**config.mk**
```make
export PLATFORM = sky130hd
export DESIGN_NAME = alu_acc_seq
export DESIGN_NICKNAME = d
export VERILOG_FILES = /design/src/rtl/alu_acc_seq.sv
export SDC_FILE = /design/constraint.sdc
export NUM_CORES = 1
export LEC_CHECK = 0
export CAP_MARGIN = 40
export CORE_UTILIZATION = 42
export DETAILED_ROUTE_END_ITERATION = 8
export GPL_TIMING_DRIVEN = 0
export PLACE_DENSITY = 0.85
export SETUP_SLACK_MARGIN = 0.2
export SLEW_MARGIN = 20
export SYNTH_ARGS = -nofsm -noshare
export SYNTH_HDL_FRONTEND = slang
export SYNTH_SLANG_ARGS = --single-unit
```
**constraint.sdc**
```tcl
create_clock -name clk_i -period 3.8 [get_ports clk_i]
set_input_delay 1.14 -clock clk_i [delete_from_list [all_inputs] [get_ports clk_i]]
set_output_delay 1.14 -clock clk_i [all_outputs]
set_load 0.02 [all_outputs]
```
**src/rtl/alu_acc_seq.sv**
```systemverilog
// Accumulator sequencer around a combinational 32-bit arithmetic unit: takes commands over a
// valid/ready handshake, runs one unit operation per command and returns the result plus flags.
module alu_acc_seq #(
    parameter int unsigned W     = 32,
    parameter int unsigned CNT_W = 16
) (
    input  logic             clk_i,
    input  logic             rst_i,
    input  logic             cmd_valid_i,
    output logic             cmd_ready_o,
    input  logic [2:0]       cmd_op_i,
    input  logic [W-1:0]     cmd_operand_i,
    output logic [W-1:0]     alu_a_o,
    output logic [W-1:0]     alu_b_o,
    output logic [1:0]       alu_f_o,
    input  logic [W-1:0]     alu_s_i,
    input  logic             alu_cout_i,
    input  logic             alu_ovf_i,
    output logic             res_valid_o,
    input  logic             res_ready_i,
    output logic [W-1:0]     res_data_o,
    output logic             res_c_o,
    output logic             res_v_o,
    output logic             res_z_o,
    output logic             res_n_o,
    output logic             res_err_o,
    output logic             sticky_v_o,
    output logic [CNT_W-1:0] op_count_o
);

    localparam logic [2:0] OpLoad = 3'b000;
    localparam logic [2:0] OpAdd  = 3'b001;
    localparam logic [2:0] OpSub  = 3'b010;
    localparam logic [2:0] OpAinv = 3'b011;
    localparam logic [2:0] OpInc  = 3'b100;
    localparam logic [2:0] OpClrf = 3'b101;

    typedef enum logic [1:0] {StIdle, StExec, StResp} state_e;

    state_e           state_q, state_d;
    logic [2:0]       op_q, op_d;
    logic [W-1:0]     opnd_q, opnd_d;
    logic [W-1:0]     acc_q, acc_d;
    logic             c_q, c_d, v_q, v_d, z_q, z_d, n_q, n_d;
    logic             err_q, err_d;
    logic             sticky_q, sticky_d;
    logic [CNT_W-1:0] cnt_q, cnt_d;

    always_ff @(posedge clk_i or posedge rst_i) begin
        if (rst_i) begin
            state_q  <= StIdle;
            op_q     <= OpLoad;
            opnd_q   <= '0;
            acc_q    <= '0;
            c_q      <= 1'b0;
            v_q      <= 1'b0;
            z_q      <= 1'b0;
            n_q      <= 1'b0;
            err_q    <= 1'b0;
            sticky_q <= 1'b0;
            cnt_q    <= '0;
        end else begin
            state_q  <= state_d;
            op_q     <= op_d;
            opnd_q   <= opnd_d;
            acc_q    <= acc_d;
            c_q      <= c_d;
            v_q      <= v_d;
            z_q      <= z_d;
            n_q      <= n_d;
            err_q    <= err_d;
            sticky_q <= sticky_d;
            cnt_q    <= cnt_d;
        end
    end

    always_comb begin
        state_d  = state_q;
        op_d     = op_q;
        opnd_d   = opnd_q;
        acc_d    = acc_q;
        c_d      = c_q;
        v_d      = v_q;
        z_d      = z_q;
        n_d      = n_q;
        err_d    = err_q;
        sticky_d = sticky_q;
        cnt_d    = cnt_q;
        case (state_q)
            StIdle: begin
                if (cmd_valid_i) begin
                    op_d    = cmd_op_i;
                    opnd_d  = cmd_operand_i;
                    state_d = StExec;
                end
            end
            StExec: begin
                state_d = StResp;
                case (op_q)
                    OpAdd, OpSub, OpAinv, OpInc: begin
                        acc_d    = alu_s_i;
                        c_d      = alu_cout_i;
                        v_d      = alu_ovf_i;
                        z_d      = (alu_s_i == '0);
                        n_d      = alu_s_i[W-1];
                        sticky_d = sticky_q | alu_ovf_i;
                        cnt_d    = cnt_q + CNT_W'(1);
                        err_d    = 1'b0;
                    end
                    OpLoad: begin
                        acc_d = opnd_q;
                        c_d   = 1'b0;
                        v_d   = 1'b0;
                        z_d   = (opnd_q == '0);
                        n_d   = opnd_q[W-1];
                        err_d = 1'b0;
                    end
                    OpClrf: begin
                        sticky_d = 1'b0;
                        err_d    = 1'b0;
                    end
                    default: err_d = 1'b1;
                endcase
            end
            StResp: begin
                if (res_ready_i) begin
                    state_d = StIdle;
                end
            end
            default: state_d = StIdle;
        endcase
    end

    // Function select is only meaningful while executing; elsewhere the unit idles on "sum".
    always_comb begin
        alu_f_o = 2'b00;
        if (state_q == StExec) begin
            case (op_q)
                OpSub:   alu_f_o = 2'b01;
                OpAinv:  alu_f_o = 2'b10;
                OpInc:   alu_f_o = 2'b11;
                default: alu_f_o = 2'b00;
            endcase
        end
    end

    assign cmd_ready_o = (state_q == StIdle);
    assign res_valid_o = (state_q == StResp);
    assign alu_a_o     = acc_q;
    assign alu_b_o     = opnd_q;
    assign res_data_o  = acc_q;
    assign res_c_o     = c_q;
    assign res_v_o     = v_q;
    assign res_z_o     = z_q;
    assign res_n_o     = n_q;
    assign res_err_o   = err_q;
    assign sticky_v_o  = sticky_q;
    assign op_count_o  = cnt_q;

endmodule

```
**Word-level counts from Yosys, hierarchy flattened**

Cells that the tools add are included.

- $add $sub $neg: 1
- Eq/ne operators: 9
- Muxes and demuxes: 12
- Bitwise logic cells: 1
- Reductions and logical operators: 13

Operators with widths:

| cell | count |
|---|---|
| logical NOT 32 bit | 2 |
| one-hot mux 32 bit (2 select lines) | 1 |
| adder 16 x 1 -> 16 bit (second input constant) | 1 |
| one-hot mux 2 bit (3 select lines) | 2 |
| one-hot mux 1 bit (2 select lines) | 5 |
| AND reduction 2 bit | 5 |
| == test 3 x 2 -> 1 bit (second input constant) | 2 |
| == test 3 bit (second input constant) | 2 |
| two-way mux 2 bit | 3 |
| OR reduction 6 bit | 1 |
| nonzero test 2 bit | 2 |
| OR reduction 4 bit | 1 |
| == test 3 x 1 -> 1 bit (second input constant) | 1 |
| logical NOT 3 bit | 1 |
| == test 2 x 1 -> 1 bit (second input constant) | 1 |
| == test 2 bit (second input constant) | 1 |
| logical NOT 2 bit | 1 |
| != test 2 x 1 -> 1 bit (second input constant) | 1 |
| != test 2 bit (second input constant) | 1 |
| two-way mux 1 bit | 1 |
| OR 1 bit | 1 |

- Flip-flop bits (word level): 91
- Input port bits: 73
- Output and inout port bits: 122
- Word-level logic and storage cells: 47

**Longest topological paths before layout**

Gate-level depths: netlist of run 1.

- Depth in word-level cells: 4
- Mapped depth: 7
- Depth with buffers taken out: 5

**Least setup slack after synthesis of run 1**

No wires, ideal clock.

- Path kind: reg2out
- Start point: reg op_q[0]
- End point: out alu_f_o[1]
- Arrival: 1.248 ns
- Data required time: 2.660 ns
- Setup slack: 1.412 ns
- Cell stages (with the launch flop): 4
- Path buffers: 1
- Cell sequence: dfrtp_1 -> buf_6 -> or3b_4 -> a21oi_1

- Cells in the longest elaborated chain, start to end: 3

Ends and longest elaborated chain:

| element | line | source |
|---|---|---|
| start, declared | 41 | `logic [2:0] op_q, op_d;` |
| start signal, assigned | 52 | `op_q <= OpLoad;` |
| start signal, assigned | 64 | `op_q <= op_d;` |
| == test 3 bit / == test 3 x 2 -> 1 bit (equally long branches) | 138 | `case (op_q)` |
| one-hot mux 2 bit (3 select lines) * | 138 |  |
| two-way mux 2 bit * | 137 | `if (state_q == StExec) begin` |
| end, declared | 15 | `output logic [1:0] alu_f_o,` |

Every way passes the cells marked *; elsewhere a longest branch is shown, timed or not.

**Final worst setup path of run 1**

Ends and elaborated chain as after synthesis.

==> results.md, run 1 <==
Floorplanning:
- After floorplanning, the core was divided into 36 placement rows.
- The initial utilization of the core area, before any placement, comes to 0.434.
- The floorplan step defined a core boundary enclosing approximately 9800 um2.
- The die is 103 um wide.
- The die is 103 um tall.
- The number of ports placed on the die boundary is 195.
- The floorplan step defined a die boundary enclosing 10,600 um2.

Timing:
- The smallest clock period supported by the final layout is computed as 3.22 ns.
- The count of endpoints failing hold in the final timing report is 0.
- The highest clock rate is 0.310 GHz.
- Setup violations remaining at the end of the flow were counted as 0.
- Measured against its own limit, the worst slew margin works out to 0.579.
- The max-slew violation total from the final report is 0.
- Hold is met by 0.481 ns.
- Of the available clock period, the critical path in the final layout requires 0.848.
- At the pin with the least slew margin, the transition time is between 0.6 and 0.7 ns.
- On the final layout, the worst clock skew is 0.00974 ns.
- Setup repair after global routing left no endpoint under its margin.

Yosys:
- After synthesis, the netlist uses 36 different library cells.
- The number of nets in the synthesized netlist is 450.
- dfrtp_1 takes more of the synthesized area than any other cell.
- In this run the mean area of a mapped cell was 11.3 um2.
- The share of synthesized area in the top cell type comes to 0.529.
- Synthesis inferred 90 register bits.
- The share of the Yosys chip area taken by registers is 0.529.
- During synthesis, Yosys emitted a total of 0 warnings.
- By area the synthesized netlist is led by dfrtp_1, mux2_2, mux2i_1.
- The synthesized netlist cell count is 376.
- The cell area that synthesis handed to floorplanning was 4260 um2.

Power and ir drop:
- The maximum ir drop on the vdd rail is 0.000427 V.
- The leakage power figure is 2.76 nW.
- The total power density per cell area is 858 nW/um2.

Critical path:
- The critical path goes through buf_6 -> or3b_4 -> a21oi_1 -> clkdlybuf4s50_1.
- By startpoint and endpoint, the worst setup path is classified as reg -> out.
- The arrival time at the worst endpoint is 2.08 ns.
- At the worst endpoint, the required time is 2.66 ns.
- STA classifies the critical path endpoint as an output pin.
- In this run the worst path has a maximum fanout of 9.
- Together, buffers and inverters on the worst path number 2.
- The maximum single-stage delay on the critical path is 0.63 ns.
- STA classifies the critical path startpoint as a register.
- The kind of cell with the highest combined delay along the critical path is buffers and inverters.
- The slowest stage of the critical path is the clkdlybuf4s50_1 cell.

Clock network:
- Gates resized during post-CTS repair numbered 0.
- The H-tree was split into 3 levels.
- Post-CTS timing repair inserted 0 buffers for setup.
- The hold buffer count at CTS is 0.
- Clock latency on the worst-skew pair, taken at its later pin, is 0.35 ns.
- The root buffer cell chosen for the clock tree is clkbuf_8.
- The clock-pin slew on the worst setup and hold paths is 0.08 ns.
- Counting the buffers created by CTS gives 9.
- TritonCTS built the clock tree.
- The maximum clock insertion buffer count is 2.
- The total number of clock tree sinks is 90.

Detailed routing:
- The wire length reported by the detailed router is around 13,000 um.
- For this run, the detailed router's first-pass iteration total came to 4.
- Dividing the detail-routed wire length by the instance count gives 17.5 um.
- The detail route stage leaves a number of antenna-violating nets equal to 0.
- Detailed routing inserted a total of 3,718 vias.
- The remaining routing DRC violations is 0.
- Using the TritonRoute via totals, the vias-per-cell ratio works out to 5.17.
- The number of DRC violations after detailed-routing iteration 0 is roughly 100.

Run:
- The max-capacitance violation count is 0.

Global route:
- The combined global-route utilization of all metal layers is 0.239.
- The maximum number of pins on one net before global-route repair is 53.
- The total overflow reported by the global router is 0.
- The number of antenna violations at the first check in global routing is 0.
- The wire length of the first global-routing pass is 18,900 um.
- The number of global-route vias before repair is 3,701.

Placed design:
- The final HPWL from detailed placement is 9850 um.
- The quantity of I/O buffers inserted on ports is 194.
- At the end of routability-driven placement, the weighted congestion stood at 0.844.
- The number of placed instances, taps included, is 704.

Cells and area:
- The fraction of layout instances using a drive strength above 1 is 0.174.
- Excluding fillers, the count of instances in the completed layout stands at 719.
- The number of antenna diodes in the final layout is 0.
- The area growth from synthesis to layout is 54.6%.
- The net total in the final layout is 656.

Hold path:
- The tightest min-delay check is of the reg -> reg type.

Status:
- The run finished with clean final reports.
-- through the flow --
step / instance area, um2 / TNS, ns / total power [W] / utilization / setup WS (ns)
global placement: 6370 / -91.29 / 0.00494 / 0.649 / -1.02
global route: 6590 / 0 / 0.00596 / 0.671 / 0.512
CTS: 6590 / 0 / 0.00568 / 0.671 / 0.567
finish: 6590 / 0 / 0.00565 / 0.671 / 0.578
detailed placement: 6400 / 0 / 0.00505 / 0.652 / 0.956
floorplan: 4260 / 0 / 0.00350 / - / 0.325
-- kinds of logic after synthesis --
| family | count (synthesis) | share of synthesized area |
|---|---|---|
| simple gates | 102 | 0.121 |
| flops | 90 | 0.529 |
| mux | 67 | 0.168 |
| buf+inv | 57 | 0.0866 |
| compound gates | 43 | 0.0602 |
| xor+xnor | 16 | 0.0329 |
| fa+ha+maj | 1 | 0.00294 |
-- sequential cells by signal, indices dropped and copies added, names as in the netlist --
name        flops
alu_a_o        32
alu_b_o        32
op_count_o     16
op_q            3
state_q         2
res_c_o         1
res_err_o       1
res_v_o         1
res_z_o         1
sticky_v_o      1
-- worst paths after layout --
path | startpoint | to | slack, ns | cells after the start
max reg2reg | op_q[1] | alu_a_o[11] | 1.78 | 7
min | op_count_o[15] | op_count_o[15] | 0.48 | 1
min reg2reg | op_count_o[15] | op_count_o[15] | 0.48 | 1
max in group asynchronous | rst_i | alu_a_o[7] | 2.00 | 3
max | op_q[0] | alu_f_o[1] | 0.58 | 4
min in group asynchronous | rst_i | res_err_o | 1.18 | 2
-- where the power goes --
group | internal [W] | switching [W]
clock | 0.000304 | 0.000325
sequential | 0.00136 | 0.000418
combinational | 0.00168 | 0.00156
-- cell usage after synthesis, drive strengths merged --
library cell	count
xnor2	11
nand3	8
ha	1
buf	47
mux2	35
mux2i	32
and4	1
a211o	1
and2	1
a22o	2
nand2	44
and3	2
a2111oi	1
nor4	19
a21oi	1
or3b	1
o21ai	34
nand3b	1
xor2	5
nand4	6
a31oi	2
dfrtp	90
nor2b	1
nor2	6
clkbuf	6
o21bai	1
nand4b	1
inv	4
o21a	1
nand2b	3
nor3	7
or3	1
-- worst reg2reg max path, delay by kind of cell, from the launching register on --
family                 cells  cell delay (ns)
buffers and inverters      3             0.90
AND/OR/NAND/NOR            2             0.39
flip-flops                 1             0.34
AO/OA/AOI/OAI              2             0.31
-- per-layer routing --
layer / vias up / global-route usage / share of wire
met5: - / 0 / 0
li1: 1696 / - / -
met3: 24 / 0.0366 / 0.058
met1: 1849 / 0.294 / 0.41
met2: 149 / 0.418 / 0.51
met4: 0 / 0.103 / 0.024
-- placed cells by master, fill, tap and decap left out, drive strengths merged, types with 2 or more instances in the layout --
cell type      count
inv                4
a31oi              2
clkbuf            19
xor2               5
clkinv             2
nor2               6
and3               2
clkdlybuf4s50    194
a22o               2
dfrtp             90
buf               48
xnor2             11
mux2i             32
nand2             44
mux2              35
nor3               7
nor4              19
o21ai             34
nand2b             3
nand3              8
nand4              6
-- final cells by class --
cell class | count | area (um2)
fillers | 797 | 3230
flip-flops and latches | 90 | 2250
repair buffers | 195 | 1970
multi-input cells | 229 | 1640
plain buffers | 53 | 354
clock buffers | 13 | 179
well taps | 133 | 166
inverters | 4 | 17.5
clock inverters | 2 | 10.0
(Power assumes the default switching activity.)
==> run 2: changes to the inputs <==
==> constraint.sdc (replaced) <==
create_clock -name clk_i -period 3.05 [get_ports clk_i]
set_input_delay 0.915 -clock clk_i [delete_from_list [all_inputs] [get_ports clk_i]]
set_output_delay 0.915 -clock clk_i [all_outputs]
set_load 0.02 [all_outputs]
==> run 2 against run 1 <==
  * Power up 25%
  * Clock skew increased by 0.0028 ns
  * Routed wire length down 0.63%
  * Critical endpoint unchanged
  * First-iteration DRC count rose by 5.8%
  * Via count is 1.1% lower
  * Sequential power up 25%
  * Clock power increased by 31%
  * Core utilization rose by 0.52 points
==> results.md, run 2 (synthesized netlist as in run 1, its figures left out) <==
Status:
- The run finished with clean final reports.

Global route:
- The number of antenna violations at the first check in global routing is 0.
- The combined global-route utilization of all metal layers is 0.240.
- The total overflow reported by the global router is 0.
- The number of global-route vias before repair came to 3,711.
- Entering global routing, the biggest net connects 36 pins.
- The wire length of the first global-routing pass is 19,100 um.

Clock network:
- The clock-pin slew on the worst setup and hold paths is 0.09 ns.
- The maximum clock insertion buffer count is 2.
- Gates resized during post-CTS repair numbered 2.
- The clock reaches the later pin of the worst-skew pair after around 0.34 ns.
- For this design, the CTS-stage hold fixing added 0 buffers.
- The total number of clock tree sinks is 90.
- The master cell of the clock root buffer is clkbuf_8.
- The buffer count from post-CTS setup fixing is 0.
- CTS built an H-tree with a depth of 3.
- The number of CTS-inserted buffers is 9.
- TritonCTS built the clock tree.

Cells and area:
- Relative to the synthesized area, the layout overhead comes to 55.8%.
- In the final design database the tool counted 658 nets.
- The fraction of layout instances using a drive strength above 1 is 0.175.
- In the layout the commonest cells are clkdlybuf4s50_1, dfrtp_1, nand2_1, mux2_2.
- The library cell used most frequently in the layout, excluding fill and tap cells, is clkdlybuf4s50_1.
- The repair_antennas step left the layout with diodes totalling 0.
- Once layout is complete, the cells apart from fillers number 721.
- After routing the design area is 6640 um2.

Timing:
- Setup repair after global routing left no endpoint under its margin.
- Static timing analysis puts the maximum clock frequency at 0.366 GHz.
- The maximum clock skew at final layout is 0.0126 ns.
- The worst path needs 2.73 ns of the cycle, external delays included.
- In this run the tightest slew margin relative to its limit is 0.583.
- The max-slew violation total from the final report is 0.
- The ratio of final minimum period to clock period is 0.897.
- Setup total negative slack on the finished layout was measured at 0 ns.
- Setup violations remaining at the end of the flow were counted as 0.
- The count of endpoints failing hold in the final timing report is 0.
- At the pin with the least slew margin, the transition time is 0.620 ns.

Placed design:
- The global placement routability congestion is 0.860.
- The HPWL after detailed placement is 9830 um.
- The cell area after placement is 6450 um2.
- The instance count after placement with tap cells included is roughly 700.
- The quantity of I/O buffers inserted on ports is 194.

Detailed routing:
- The number of DRC violations after detailed-routing iteration 0 is 110.
- The routed via count is roughly 3,700.
- The length of the first detailed-routing pass in iterations is 4.
- The wire length reported by the detailed router is 12,500 um.
- The average detailed-routed wire length per instance is 17.3 um.
- The remaining routing DRC violations is 0.
- The mean number of vias per cell is 5.10.
- The count of nets left with antenna violations once routing finished came out at 0.

Floorplanning:
- 195 I/O pins were placed.
- The die covers 10,600 um2.
- In this run the core area contains 36 standard-cell rows.
- The core area is 9820 um2.
- The die is about 100 um wide.
- The floorplan step set the die height to 103 um.
- For this configuration, the core starts out at a cell density of 0.434.

Critical path:
- Data on the critical path is required at its endpoint by 2.13 ns.
- The signal on the critical path passes through buf_4 -> or3b_4 -> a21oi_1 -> dlygate4sd2_1.
- The buffers plus inverters on the worst setup path is 2.
- In this design, the stage delay of the slowest critical-path cell is 0.39 ns.
- The critical register-to-register path startpoint is op_q[1].
- At the worst endpoint, the arrival time is 1.82 ns.
- The kind of critical path is reg -> out.
- The worst setup path is captured at an output pin.
- STA classifies the critical path startpoint as a register.
- The kind of cell adding the most delay to the critical path is buffers and inverters.
- The critical path's slowest cell is or3b_4.
- Along the worst path, the maximum fanout reaches 9.
- The startpoint of the most critical setup path is op_q[1].

Power and ir drop:
- The total power density per cell area is 1070 nW/um2.
- In this run the static leakage power is between 2 and 3 nW.
- The maximum ir drop on the vdd rail is 0.000544 V.

Run:
- The max-capacitance violation count is 0.

Hold path:
- The class of the most critical hold timing path is reg -> reg.
- The startpoint of the worst hold path is op_count_o[15].
-- run 2: cell types whose count changed in the layout (fill, tap and decap cells not counted), moves of 2 or more --
cell             previous run  this run
clkinv_2                    2         0
clkinvlp_4                  0         4
clkdlybuf4s50_1           194       192
clkbuf_8                   13        10
dlygate4sd2_1               0         2
-- run 2: through the flow --
step / worst slack [ns] / hold slack (ns) / utilization / total power (W)
5_1_grt: 0.241 / 0.511 / 0.676 / 0.00748
4_1_cts: 0.311 / 0.490 / 0.676 / 0.00711
3_3_place_gp: 0.149 / 0.464 / 0.649 / 0.00615
2_1_floorplan: 0.887 / 0.575 / - / 0.00436
3_5_place_dp: 0.415 / 0.477 / 0.657 / 0.00629
6_report: 0.316 / 0.491 / 0.676 / 0.00707
-- run 2: layout make-up --
class | count | area (um2)
fillers | 761 | 3180
flip-flops and latches | 90 | 2250
repair buffers | 197 | 2010
multi-input cells | 229 | 1640
plain buffers | 53 | 354
well taps | 133 | 166
clock buffers | 11 | 141
clock inverters | 4 | 52.6
inverters | 4 | 18.8
-- run 2: final timing paths --
kind | to | depth (start not counted) | slack, ns
worst min-delay path | op_count_o[15] | 1 | 0.49
worst min register to register | op_count_o[15] | 1 | 0.49
worst max register to register | alu_a_o[10] | 7 | 1.03
max in group asynchronous | alu_b_o[4] | 4 | 1.53
worst max-delay path | alu_f_o[1] | 4 | 0.32
min in group asynchronous | alu_a_o[28] | 2 | 0.90
-- run 2: power breakdown --
part           switching (W)  internal [W]  total [W]
clock network       0.000424      0.000398   0.000821
registers           0.000516       0.00170    0.00222
logic                0.00194       0.00209    0.00403
-- run 2: per-layer routing --
| layer | up-vias | share of wire | GRT usage |
|---|---|---|---|
| li1 | 1704 | - | - |
| met1 | 1818 | 0.41 | 0.300 |
| met2 | 142 | 0.51 | 0.421 |
| met3 | 14 | 0.059 | 0.0427 |
| met4 | 0 | 0.016 | 0.0824 |
| met5 | - | 0 | 0 |
-- run 2: worst reg2reg max path, stage by stage (launching register included) --
cell      delay, ns
dfrtp_1        0.34
buf_4          0.16
o21a_1         0.20
nand2b_1       0.26
buf_2          0.33
clkbuf_1       0.43
nand2_1        0.13
o21ai_0        0.10
